`config.mk`:
```
export PLATFORM = sky130hd
export DESIGN_NAME = lieat_ifu_ifetch
export DESIGN_NICKNAME = d
export VERILOG_FILES = /design/src/rtl/lieat_ifu_ifetch_pkg.sv /design/src/rtl/lieat_general_dffrd.sv /design/src/rtl/lieat_ifu_fetchq.sv /design/src/rtl/lieat_ifu_ifetch.sv
export SDC_FILE = /design/constraint.sdc
export NUM_CORES = 1
export LEC_CHECK = 0
export CORE_MARGIN = 5
export CORE_UTILIZATION = 35
export CTS_CLUSTER_SIZE = 8
export DETAILED_ROUTE_END_ITERATION = 8
export PLACE_DENSITY = 0.56
export RECOVER_POWER = 25
export SLEW_MARGIN = 20
export SYNTH_ARGS = -nofsm -noshare
export SYNTH_HDL_FRONTEND = slang
export SYNTH_SLANG_ARGS = --single-unit
```
`constraint.sdc`:
```
create_clock -name clk -period 5.6 [get_ports clk]
set_input_delay 0.84 -clock clk [delete_from_list [all_inputs] [get_ports clk]]
set_output_delay 0.84 -clock clk [all_outputs]
set_load 0.01 [all_outputs]
```
`src/rtl/lieat_ifu_ifetch_pkg.sv`:
```
// lieat_ifu_ifetch_pkg: shared XLEN define, FSM one-hot encodings, fetch-queue entry type and pc alignment helper
`ifndef XLEN
`define XLEN 32
`endif
package lieat_ifu_ifetch_pkg;
  localparam int XLEN = `XLEN;
  localparam logic [1:0] ST_REQ  = 2'b01;
  localparam logic [1:0] ST_HOLD = 2'b10;
  typedef struct packed {
    logic [XLEN-1:0] pc;
    logic [XLEN-1:0] inst;
  } fq_entry_t;
  function automatic logic [XLEN-1:0] pc_align(input logic [XLEN-1:0] a);
    return {a[XLEN-1:2], 2'b00};
  endfunction
endpackage

```
`src/rtl/lieat_general_dffrd.sv`:
```
// lieat_general_dffrd: load-enabled register, async active-low reset to RST_VAL; ports clk, rstn, lden, dnxt -> qout
module lieat_general_dffrd #(
  parameter int DW = 32,
  parameter logic [DW-1:0] RST_VAL = '0
) (
  input  logic          clk,
  input  logic          rstn,
  input  logic          lden,
  input  logic [DW-1:0] dnxt,
  output logic [DW-1:0] qout
);
  always_ff @(posedge clk or negedge rstn)
    if (!rstn) qout <= RST_VAL;
    else if (lden) qout <= dnxt;
endmodule

```
`src/rtl/lieat_ifu_fetchq.sv`:
```
// lieat_ifu_fetchq: circular fetch queue; ports clk, rstn, flush (clears), push/wdata, pop -> valid, rdata (head), count
module lieat_ifu_fetchq #(
  parameter int DW    = 64,
  parameter int DEPTH = 2
) (
  input  logic                     clk,
  input  logic                     rstn,
  input  logic                     flush,
  input  logic                     push,
  input  logic [DW-1:0]            wdata,
  input  logic                     pop,
  output logic                     valid,
  output logic [DW-1:0]            rdata,
  output logic [$clog2(DEPTH):0]   count
);
  localparam int AW = $clog2(DEPTH);
  logic [DW-1:0] mem [DEPTH];
  logic [AW-1:0] wptr, rptr;
  // entries are reset so an empty queue presents zeros at the head
  always_ff @(posedge clk or negedge rstn)
    if (!rstn) begin
      mem   <= '{default: '0};
      wptr  <= '0;
      rptr  <= '0;
      count <= '0;
    end else if (flush) begin
      wptr  <= '0;
      rptr  <= '0;
      count <= '0;
    end else begin
      if (push) begin
        mem[wptr] <= wdata;
        wptr      <= wptr + 1'b1;
      end
      if (pop) rptr <= rptr + 1'b1;
      count <= count + (AW+1)'(push) - (AW+1)'(pop);
    end
  assign valid = count != '0;
  assign rdata = mem[rptr];
endmodule

```
`src/rtl/lieat_ifu_ifetch.sv`:
```
// lieat_ifu_ifetch: instruction fetch unit; clk/rstn, flush_req/flush_pc redirect, ifetch_req_* and ifetch_rsp_* icache side, ifu_o_* decode side
`ifndef XLEN
`define XLEN 32
`endif
module lieat_ifu_ifetch
  import lieat_ifu_ifetch_pkg::*;
#(
  parameter logic [`XLEN-1:0] RESET_PC = 32'h8000_0000,
  parameter int               FQ_DEPTH = 2
) (
  input  logic             clk,
  input  logic             rstn,
  input  logic             flush_req,
  input  logic [`XLEN-1:0] flush_pc,
  output logic             ifetch_req_valid,
  input  logic             ifetch_req_ready,
  output logic [`XLEN-1:0] ifetch_req_pc,
  input  logic             ifetch_rsp_valid,
  output logic             ifetch_rsp_ready,
  input  logic [`XLEN-1:0] ifetch_rsp_inst,
  output logic             ifu_o_valid,
  input  logic             ifu_o_ready,
  output logic [`XLEN-1:0] ifu_o_pc,
  output logic [`XLEN-1:0] ifu_o_inst
);
  localparam int CW = $clog2(FQ_DEPTH) + 1;
  logic [1:0]       state, state_nxt;
  logic [`XLEN-1:0] pc;
  logic [CW-1:0]    cnt, cnt_nxt;
  logic             in_req, push, pop, unused_req_ready;
  fq_entry_t        head;
  // the pc only advances on the response; request acceptance carries no information here
  assign unused_req_ready = ifetch_req_ready;
  // rstn gating keeps the request low while reset is held even though state resets to REQ
  assign in_req           = (state == ST_REQ) & ~flush_req & rstn;
  assign ifetch_req_valid = in_req;
  assign ifetch_rsp_ready = in_req;
  assign ifetch_req_pc    = pc;
  assign push             = ifetch_rsp_valid & ifetch_rsp_ready;
  assign pop              = ifu_o_valid & ifu_o_ready;
  assign cnt_nxt          = cnt + CW'(push) - CW'(pop);
  assign ifu_o_pc         = head.pc;
  assign ifu_o_inst       = head.inst;
  always_comb begin
    state_nxt = state;
    state_nxt = flush_req ? ST_REQ :
                (state == ST_REQ) ? ((push && cnt_nxt == CW'(FQ_DEPTH)) ? ST_HOLD : ST_REQ) :
                (cnt_nxt < CW'(FQ_DEPTH)) ? ST_REQ : ST_HOLD;
  end
  lieat_general_dffrd #(.DW(2), .RST_VAL(ST_REQ)) u_state (
    .clk(clk), .rstn(rstn), .lden(1'b1), .dnxt(state_nxt), .qout(state)
  );
  lieat_general_dffrd #(.DW(`XLEN), .RST_VAL(RESET_PC)) u_pc (
    .clk(clk), .rstn(rstn), .lden(flush_req | push),
    .dnxt(flush_req ? pc_align(flush_pc) : pc + `XLEN'(4)), .qout(pc)
  );
  // flush overrides push/pop inside the queue, so a response in the flush cycle is dropped
  lieat_ifu_fetchq #(.DW($bits(fq_entry_t)), .DEPTH(FQ_DEPTH)) u_fetchq (
    .clk(clk), .rstn(rstn), .flush(flush_req), .push(push),
    .wdata({pc_align(pc), ifetch_rsp_inst}), .pop(pop),
    .valid(ifu_o_valid), .rdata(head), .count(cnt)
  );
endmodule

```
**Yosys cells after proc, flatten, opt, wreduce, memory -nomap -nowiden**

Cells that the tools add are included.

- Add/sub/neg operators: 5
- $lt $le $gt $ge: 4
- Equal/unequal tests: 2
- Multiplexer cells: 16
- Bitwise logic cells: 8
- Reduce and logical (&&, ||, !) cells: 6

Operators with widths:

| operator | count |
|---|---|
| 64-bit two-way mux | 4 |
| 128-bit bitwise mux | 1 |
| 64-bit demux with 1-bit select | 1 |
| 32-bit by 3-bit adder with 32-bit output, second input constant | 1 |
| 32-bit two-way mux | 1 |
| 2-bit two-way mux | 5 |
| 2-bit nonzero test | 3 |
| 1-bit AND | 4 |
| 2-bit >= comparator, second input constant | 2 |
| 1-bit two-way mux | 4 |
| 1-bit inverter with 2-bit output | 2 |
| 1-bit adder, second input constant | 2 |
| 2-bit by 1-bit adder with 2-bit output | 1 |
| 2-bit by 1-bit equality test with 1-bit output, second input constant | 1 |
| 2-bit equality test, second input constant | 1 |
| 1-bit logical AND | 2 |
| 2-bit by 1-bit < comparator with 1-bit output, second input constant | 1 |
| 2-bit < comparator, second input constant | 1 |
| 2-bit AND reduction | 1 |
| 2-bit by 1-bit subtractor with 2-bit output | 1 |
| 1-bit inverter | 1 |
| 1-bit bitwise OR | 1 |

- Register bits after elaboration: 166
- Input port bits: 70
- Output and inout bits: 99
- Word-level logic and storage cells: 48

**Longest topological paths before layout**

Gate-level depths: netlist of run 1.

- Depth after elaboration: 11
- Gate-level depth with buffers: 8
- Gate-level depth less buffers: 8

**Cells and area by module**

A second synthesis of run 1 with hierarchy kept.

- Cells, all modules: 607
- Area, all modules: 8538.2 µm²

By module, submodules not included:

| module | times used | cells an instance | area an instance (µm²) | seq. area each (µm²) |
|---|---|---|---|---|
| lieat_ifu_fetchq | 1 | 359 | 6054.6 | 3303.2 |
| lieat_general_dffrd (u_pc) | 1 | 68 | 1346.3 | 802.0 |
| lieat_ifu_ifetch | 1 | 176 | 1063.5 | 0.0 |
| lieat_general_dffrd (u_state) | 1 | 4 | 73.8 | 51.3 |

**Least setup slack after synthesis of run 1**

Ideal clock, no wire load.

- Path type: input-to-reg
- From: input port flush_req
- To: register u_state.qout[1]
- Setup time: 0.066 ns
- Data arrival time: 2.353 ns
- Required time: 5.534 ns
- Path slack: 3.182 ns
- Cell stages on the path: 7
- Buffers on the path: 1
- Path through: and4bb_1 > nand2_1 > inv_1 > clkbuf_1 > ha_1 > o21ai_0 > and2_1

- Longest elaborated chain between the ends: 11
- Elaborated cells between the ends (all ways): 13
- Classes of those cells: add/sub (2); order compare (1); eq/ne (1); mux (4); bitwise (4); reduce/logical (1)

Ends and longest elaborated chain:

| item | line | RTL |
|---|---|---|
| from (decl) | lieat_ifu_ifetch.sv:13 | `input logic flush_req,` |
| 1-bit inverter (no source line) | n/a |  |
| 1-bit AND (2 in a row) | lieat_ifu_ifetch.sv:35 | `assign in_req = (state == ST_REQ) & ~flush_req & rstn;` |
| 1-bit AND | lieat_ifu_ifetch.sv:39 | `assign push = ifetch_rsp_valid & ifetch_rsp_ready;` |
| 2-bit by 1-bit adder with 2-bit output | lieat_ifu_ifetch.sv:41 | `assign cnt_nxt = cnt + CW'(push) - CW'(pop);` |
| 2-bit by 1-bit subtractor with 2-bit output | lieat_ifu_ifetch.sv:41 |  |
| 2-bit equality test | lieat_ifu_ifetch.sv:47 | `(state == ST_REQ) ? ((push && cnt_nxt == CW'(FQ_DEPTH)) ? ST_HOLD : ST_REQ) :` |
| 1-bit logical AND | lieat_ifu_ifetch.sv:47 |  |
| 2-bit two-way mux (2 in a row) | lieat_ifu_ifetch.sv:47 |  |
| 2-bit two-way mux (*) | lieat_ifu_ifetch.sv:46 | `state_nxt = flush_req ? ST_REQ :` |
| via state_nxt[1] | lieat_ifu_ifetch.sv:27 | `logic [1:0] state, state_nxt;` |
| to (signal assigned) | lieat_general_dffrd.sv:14 | `else if (lden) qout <= dnxt;` |
| to (decl) | lieat_general_dffrd.sv:10 | `output logic [DW-1:0] qout` |

Mark *: on every way through the listed nets, which the timed path passes. The rest lies on a longest branch.
A chain may end at the register's enable or synchronous reset.

**Final worst setup path of run 1**

- From: input port flush_req
- To: register u_fetchq.mem[57] (netlist bit)

- Longest elaborated chain between the ends: 5

Ends and longest elaborated chain:

| item | line | RTL |
|---|---|---|
| 1-bit inverter (no source line) (*) | n/a |  |
| 1-bit AND (2 in a row) | lieat_ifu_ifetch.sv:35 |  |
| 1-bit AND | lieat_ifu_ifetch.sv:39 |  |
| 2-bit AND reduction (no source line) (*) | n/a |  |
| to (signal, indexed assignment) | lieat_ifu_fetchq.sv:32 | `mem[wptr] <= wdata;` |
| to (decl) | lieat_ifu_fetchq.sv:17 | `logic [DW-1:0] mem [DEPTH];` |

Mark *: on every way between the ends. The rest lies on a longest branch, timed or not.

==> metrics.log, run 1 <==
INFO  metric routed-via-count = 5,331
INFO  metric vdd_drop_max = 207.5 uV
INFO  metric clk_latency = 0.43 ns
INFO  metric die_y = ~160 microns
INFO  metric layout.core_utilization = 47.14%
INFO  metric floorplan.io_pins = 169
INFO  metric fraction_of_met2_tracks_used_by_global_routing = roughly a quarter
INFO  metric routed_via_density = 5.242
INFO  metric grt_usage = 16.08%
INFO  metric syn-mean-instance-area = between 10 and 15 sq um
INFO  metric netlist-cell-type-count = 50
INFO  metric finalCritPeriodShare = 69.50%
INFO  metric synth-edff-count = 0
INFO  metric core = 21,090 sq um
INFO  metric route.detailed.wl_per_inst = roughly 19 microns
INFO  metric path_class = primary input to flop
INFO  metric fin_tns_setup = 0 ns
INFO  metric power_density = 459.3 nW/um^2
INFO  metric final_design_area_no_fill = 9941 sq um
INFO  metric synth_sequential_area_ratio = 53.45%
INFO  metric clockBufferDepth = 2
INFO  metric gpl.final_weighted_congestion = 0.7751
INFO  metric dp_hpwl = 13,200 microns
INFO  metric mostFrequentLayoutCell = mux2_2
INFO  metric n_fill_cell = 1,890
INFO  metric gr-usage-met3 = under 10%
INFO  metric wire_length_of_the_first_global_routing_pass = 30,990 microns
INFO  metric setup-violations-final = 0
INFO  metric post-place-cells = 985
INFO  metric power_leakage = 4.116 nW
INFO  metric timing.final.crit_period = approximately 3.9 ns
INFO  metric cts_hold_buffers = 0
INFO  metric fraction_of_power_spent_switching_nets = 28.69%
INFO  metric overflow = 0
INFO  metric layout.cells.most_common_list = mux2_2 (186), clkdlybuf4s50_1 (160), dfrtp_1 (157)
INFO  metric worst_slew_pin_slew = 3.161 ns
INFO  metric synth.yosys.warnings = 0
INFO  metric nets = ~800
INFO  metric gr-usage-met1 = 21.31%
INFO  metric syn-cell-area = 7496 sq um
INFO  metric tritoncts_clock_tree = yes
INFO  metric clock_skew = roughly 0.0084 ns
INFO  metric worst_ep_arrival_time = 4.20 ns
INFO  metric post_route_cells_drive_above_1_share = between 30% and 40%
INFO  metric timing.critical_path.required = roughly 5.9 ns
INFO  metric rsz_0062_raised_after_global_routing = no
INFO  metric yosys_register_bits = 160
INFO  metric clkTransAtPathRegs = 0.07 ns
INFO  metric cts-htree-levels = 4
INFO  metric cp-start-kind = primary input
INFO  metric numClockSinks = between 150 and 200
INFO  metric core.rowCount = 53
INFO  metric drtIter0Drc = between 200 and 300
INFO  metric grt_pass1_vias = 5,631
INFO  metric final_max_slew_viol_count = 101
INFO  metric post_cts_resize_count = 0
INFO  metric grt_max_degree = 65
INFO  metric max-slew-margin-rel = -110.7%
INFO  metric place_area = 9328 sq um
INFO  metric die_area = between 20,000 and 25,000 sq um
INFO  metric power_frac_clock = 26.5%
INFO  metric area_growth_syn_to_layout = 32.62%
INFO  metric die_w = approximately 160 microns
INFO  metric endpoint_kind = flop
INFO  metric status = finished with violations
INFO  metric diodes = 0
INFO  metric routed_wl = 19,350 microns
INFO  metric timing.hold.worst.class = primary input to async pin
INFO  metric floorplan.initialDensity = 35.55%
INFO  metric failed_checks = capacitance limit, slew limit
INFO  metric p_int = around 0.0033 W
INFO  metric synth-main-ff-cell = dfrtp_1
INFO  metric root_buffer = clkbuf_16
INFO  metric final_cell_count_no_fill = around 1,000
INFO  metric fmax = 0.2570 GHz
INFO  metric antenna_violations_before_repair = 0
INFO  metric grt-busiest-layer = met2
INFO  metric critPathMaxFanout = 33
INFO  metric combinational_cell_fraction_of_total_power = a little over a third
INFO  metric report.final.hold_viol_count = 0
INFO  metric drt_first_pass_iters = 5
INFO  metric cts_buffers = 17
INFO  metric cap_viol_max_count = 2
INFO  metric whs = 0.3286 ns
INFO  metric drt.antenna.violating_nets = 0
INFO  metric synth-async-reset-ratio = 100.0%
INFO  metric post_cts.repair.setup_buffers = 0
INFO  metric p_seq_share = 38.4%
INFO  metric power.switching = 0.001310 W
INFO  metric numPortBuffers = 161
INFO  metric remaining_drc_errors = 0
INFO  metric synth_cells = 581
final timing paths:
path	from	end	slack (ns)	depth (start not counted)
setup / recovery	flush_req	u_fetchq.mem[57]	1.71	7
hold / removal	rstn	u_fetchq.mem[29]	0.33	1
setup reg to reg	u_state.qout[0]	u_fetchq.mem[57]	2.13	6
hold reg to reg	u_fetchq.mem[76]	u_fetchq.mem[76]	0.50	1
max in group asynchronous	rstn	u_fetchq.mem[4]	1.93	2
min in group clk	u_fetchq.mem[76]	u_fetchq.mem[76]	0.50	1
power by group through the flow:
stage | clock network [W] | logic, W | registers, W
after floorplan | 0 | 0.000908 | 0.00167
after global placement | 0 | 0.00160 | 0.00175
after detailed placement | 0 | 0.00163 | 0.00178
after CTS | 0.00124 | 0.00164 | 0.00176
after global routing | 0.00129 | 0.00174 | 0.00180
final | 0.00121 | 0.00161 | 0.00175
state kept, by name (all words and copies together), names as in the netlist:
signal	cells
u_fetchq.mem	124
u_pc.qout	30
u_fetchq.count	2
u_state.qout	2
u_fetchq.rptr	1
u_fetchq.wptr	1
metal layers:
layer  part of all wire, %  vias up
met2                    46      200
li1                      -     2430
met4                   1.8        0
met1                    44     2674
met3                   7.6       27
met5                     0        -
Yosys cell counts (2+ instances only):
| library cell | number | area share [%] |
|---|---|---|
| buf_4 | 5 | 0.50 |
| ha_1 | 3 | 0.50 |
| or3_1 | 4 | 0.33 |
| and3_1 | 4 | 0.33 |
| dfrtp_1 | 158 | 53 |
| buf_2 | 13 | 0.87 |
| nor3_1 | 6 | 0.40 |
| a32oi_1 | 2 | 0.23 |
| inv_1 | 8 | 0.40 |
| xnor2_1 | 5 | 0.58 |
| or4_1 | 13 | 1.3 |
| a221o_1 | 6 | 0.80 |
| buf_1 | 7 | 0.35 |
| nand4b_1 | 2 | 0.23 |
| dfstp_2 | 2 | 0.70 |
| nor2b_1 | 5 | 0.42 |
| o21ai_0 | 11 | 0.73 |
| o311ai_0 | 2 | 0.23 |
| a21oi_1 | 5 | 0.33 |
| and2_1 | 3 | 0.25 |
| nor4_1 | 2 | 0.17 |
| a31oi_1 | 9 | 0.75 |
| nand3_1 | 13 | 0.87 |
| nor2_1 | 18 | 0.90 |
| o211ai_1 | 2 | 0.20 |
| nand2_1 | 25 | 1.3 |
| and4_1 | 3 | 0.35 |
| a21o_1 | 4 | 0.40 |
| xor2_1 | 2 | 0.23 |
| clkbuf_1 | 15 | 0.75 |
| a22o_1 | 2 | 0.23 |
| mux2_2 | 186 | 28 |
| o31ai_1 | 7 | 0.70 |
| nand4_1 | 13 | 1.1 |
per-stage QoR:
step	total power [W]	setup WS (ns)
after global routing	0.004834	1.095
after floorplan	0.002583	3.182
after global placement	0.003351	1.302
after detailed placement	0.003402	1.259
final	0.004566	1.708
after CTS	0.004637	1.718
critical path: stages:
cell and delay (ns):
clkdlybuf4s50_1 0.48, and4bb_1 0.27, nand2_1 0.46, inv_1 0.41
nand2_2 0.76, buf_4 0.56, mux2_2 0.40
cell type report:
type | instances | area, sq um | share of cell area, %
clock buffers | 18 | 439.2 | 4.418
multi-input cells | 376 | 3296 | 33.15
flip-flops and latches | 160 | 4008 | 40.31
clock inverters | 14 | 181.4 | 1.825
repair buffers | 166 | 1643 | 16.53
well taps | 275 | 344.1 | 3.461
inverters | 8 | 30.03 | 0.3021
kinds of logic after synthesis:
logic type | count (synthesis) | synth area share, %
xor+xnor | 7 | 0.8179
compound gates | 55 | 5.225
simple gates | 120 | 9.014
mux | 187 | 28.08
buf+inv | 48 | 2.871
fa+ha+maj | 3 | 0.5008
other cells | 1 | 0.05003
flops | 160 | 53.45
Power figures use the tool's default switching activity.
==> inputs of run 2 (changes only) <==
Clock period 5.6 ns to 3.6 ns, I/O delays scaled along.
==> run 2 against run 1 <==
Compared with the run above: the flow now finishes without violations; cell count increased by 0.69%; hold slack improved by 0.17 ns; first-iteration DRC count decreased by 21%; global-route usage is essentially flat; sequential power increased by 53%; critical path depth grew 1; sequential cell count did not move; utilization increased by 0.095 points; largest power group unchanged.
==> metrics.log, run 2 (same netlist as run 1, synthesis figures left out) <==
INFO  metric clkTransAtPathRegs = 0.06 ns (about the same)
INFO  metric combinational_cell_fraction_of_total_power = 36.7% (+1.5 points)
INFO  metric report.final.hold_viol_count = 0 (unchanged)
INFO  metric timing.critical_path.required = 3.90 ns (-2.00 ns)
INFO  metric wire_length_of_the_first_global_routing_pass = 31,030 microns (+0.14%)
INFO  metric whs = 0.4988 ns (+0.1702 ns)
INFO  metric numClockSinks = 160 (unchanged)
INFO  metric regToRegSetupSlack = 0.99 ns (-1.14 ns)
INFO  metric setup-violations-final = 0 (unchanged)
INFO  metric mostFrequentLayoutCell = mux2_2
INFO  metric gpl.final_weighted_congestion = 0.8221 (+6.1%)
INFO  metric launch_point_of_the_worst_hold_path = u_fetchq.mem[109]
INFO  metric registers.top_by_ff_count = u_fetchq.mem
INFO  metric die_w = 156.3 microns (unchanged)
INFO  metric floorplan.initialDensity = 35.55% (unchanged)
INFO  metric core.rowCount = 53 (unchanged)
INFO  metric clock_skew = 0.009463 ns (+0.001085 ns)
INFO  metric overflow = 0 (unchanged)
INFO  metric clockBufferDepth = 2 (unchanged)
INFO  metric endpoint_kind = flop
INFO  metric critPathMaxFanout = 32 (-3.0%)
INFO  metric tritoncts_clock_tree = yes
INFO  metric remaining_drc_errors = 0 (unchanged)
INFO  metric grt_usage = 16.08% (about the same)
INFO  metric fmax = 0.3254 GHz
INFO  metric antenna_violations_before_repair = 0 (unchanged)
INFO  metric worst_slew_pin_slew = 1.456 ns (-1.704 ns)
INFO  metric r2r_cells = 6 (unchanged)
INFO  metric nets = 810 (+1.0%)
INFO  metric post_route_cells_drive_above_1_share = 31.51% (+0.51 points)
INFO  metric numPortBuffers = 161 (unchanged)
INFO  metric diodes = 0 (unchanged)
INFO  metric drt_first_pass_iters = 4 (-1)
INFO  metric core = 21,090 sq um (unchanged)
INFO  metric worst_r2r_start = u_state.qout[0]
INFO  metric cap_viol_max_count = 0 (-2)
INFO  metric timing.final.crit_period = 3.073 ns
INFO  metric max-slew-margin-rel = 2.921% (+110 points)
INFO  metric dp_worst_setup_slack = 0.4471 ns (-0.8120 ns)
INFO  metric power_leakage = 4.143 nW (+0.66%)
INFO  metric largest_registers = u_fetchq.mem: 124 flops, u_pc.qout: 30 flops
INFO  metric power_frac_clock = 25.1% (-1.4 points)
INFO  metric grt_pass1_vias = 5,606 (-0.44%)
INFO  metric power_density = 700.7 nW/um^2 (+53%)
INFO  metric worst_ep_arrival_time = 3.38 ns (-0.82 ns)
INFO  metric cts-htree-levels = 4 (unchanged)
INFO  metric largest_reg_flops = 124 (unchanged)
INFO  metric reg2reg_to = u_fetchq.mem[124]
INFO  metric post_cts.repair.setup_buffers = 0 (unchanged)
INFO  metric fin_tns_setup = 0 ns (unchanged)
INFO  metric n_fill_cell = 1,888 (-0.11%)
INFO  metric status = completed
INFO  metric cts_buffers = 17 (unchanged)
INFO  metric layout.core_utilization = 47.24% (+0.095 points)
INFO  metric cp-start-kind = primary input
INFO  metric root_buffer = clkbuf_16
INFO  metric hold_path_depth = 1
INFO  metric rsz_0062_raised_after_global_routing = no
INFO  metric whs_endpoint = u_fetchq.mem[109]
INFO  metric routed_wl = 19,310 microns (-0.24%)
INFO  metric p_int = 0.004967 W (+53%)
INFO  metric layout.cells.most_common_list = mux2_2 (186), dfrtp_1 (157), clkdlybuf4s50_1 (139)
INFO  metric vdd_drop_max = 324.2 uV (+56%)
INFO  metric final_max_slew_viol_count = 0 (-100%)
INFO  metric grt_max_degree = 86 (+32%)
INFO  metric routed_via_density = 5.188 (-1.0%)
INFO  metric routed-via-count = 5,312 (-0.36%)
INFO  metric route.detailed.wl_per_inst = 18.85 microns (-0.92%)
INFO  metric final_worst_path_setup_slack = 0.5272 ns (-1.181 ns)
INFO  metric timing.hold.worst.class = flop to flop
INFO  metric clk_latency = 0.42 ns (about the same)
INFO  metric drtIter0Drc = 225 (-21%)
INFO  metric area_growth_syn_to_layout = 32.88%
INFO  metric finalCritPeriodShare = 85.36%
INFO  metric path_class = primary input to flop
INFO  metric power.switching = 0.002012 W (+54%)
INFO  metric dp_hpwl = 13,410 microns (+1.6%)
INFO  metric fraction_of_power_spent_switching_nets = 28.83% (+0.14 points)
INFO  metric floorplan.io_pins = 169 (unchanged)
INFO  metric die_area = 24,440 sq um (unchanged)
INFO  metric die_y = 156.3 microns (unchanged)
INFO  metric drt.antenna.violating_nets = 0 (unchanged)
INFO  metric p_seq_share = 38.3% (about the same)
run 2: cell types whose count changed in the layout (fill, tap and decap cells not counted), moves of 2 or more:
cell	change
clkinv_2	+2
clkdlybuf4s50_1	-21
dlygate4sd3_1	+22
buf_4	+7
run 2: how the worst max path moves through the flow:
stage	startpoint	endpoint	slack, ns
global placement	flush_req	u_fetchq.mem[116]	0.54
detailed placement	flush_req	u_fetchq.mem[124]	0.45
CTS	rstn	u_fetchq.mem[124]	0.49
finish	rstn	u_fetchq.mem[124]	0.53
global route	rstn	u_fetchq.rptr	0.19
floorplan	flush_req	u_state.qout[1]	1.48
run 2: power by group through the flow:
| stage | sequential [W] | clock [W] | combinational, W |
|---|---|---|---|
| after CTS | 0.00267 | 0.00181 | 0.00262 |
| after floorplan | 0.00260 | 0 | 0.00141 |
| final | 0.00267 | 0.00175 | 0.00256 |
| after global placement | 0.00266 | 0 | 0.00257 |
| after global routing | 0.00274 | 0.00188 | 0.00277 |
| after detailed placement | 0.00271 | 0 | 0.00260 |
run 2: layer usage:
layer / wire [microns] / global-route usage (%)
met1: 8719 / 22.13
met2: 8951 / 24.84
met3: 1376 / 4.591
met4: 260 / 4.752
met5: 0 / 0
run 2: final cells by class:
class | count | area (sq um) | share of cell area [%]
Timing Repair Buffer | 174 | 1714 | 17.21
Sequential cell | 160 | 4008 | 40.23
Clock buffer | 19 | 432.9 | 4.346
Inverter | 8 | 30.03 | 0.3015
Multi-Input combinational cell | 376 | 3296 | 33.09
Clock inverter | 12 | 136.4 | 1.369
Tap cell | 275 | 344.1 | 3.454
run 2: through the flow:
step / instance area, sq um / instances / power (W)
finish: 9961 / 1024 / 0.006980
detailed placement: 9380 / 992 / 0.005304
global placement: 9380 / 992 / 0.005225
floorplan: 7507 / 584 / 0.004018
CTS: 9960 / 1024 / 0.007101
global route: 9961 / 1024 / 0.007390
run 2: worst max-delay path: stages:
cell and delay [ns]:
dlygate4sd3_1 0.60, buf_6 0.26, and4bb_1 0.38, nand2_1 0.11
inv_1 0.44, nand2b_4 0.42, buf_4 0.32, mux2_2 0.28
run 2: what timing repair did:
item,4_1_cts,5_1_grt
endpoints found under the setup margin,0,0
hold endpoints to repair,19,0
hold buffers,1,0
gates resized for setup,0,0
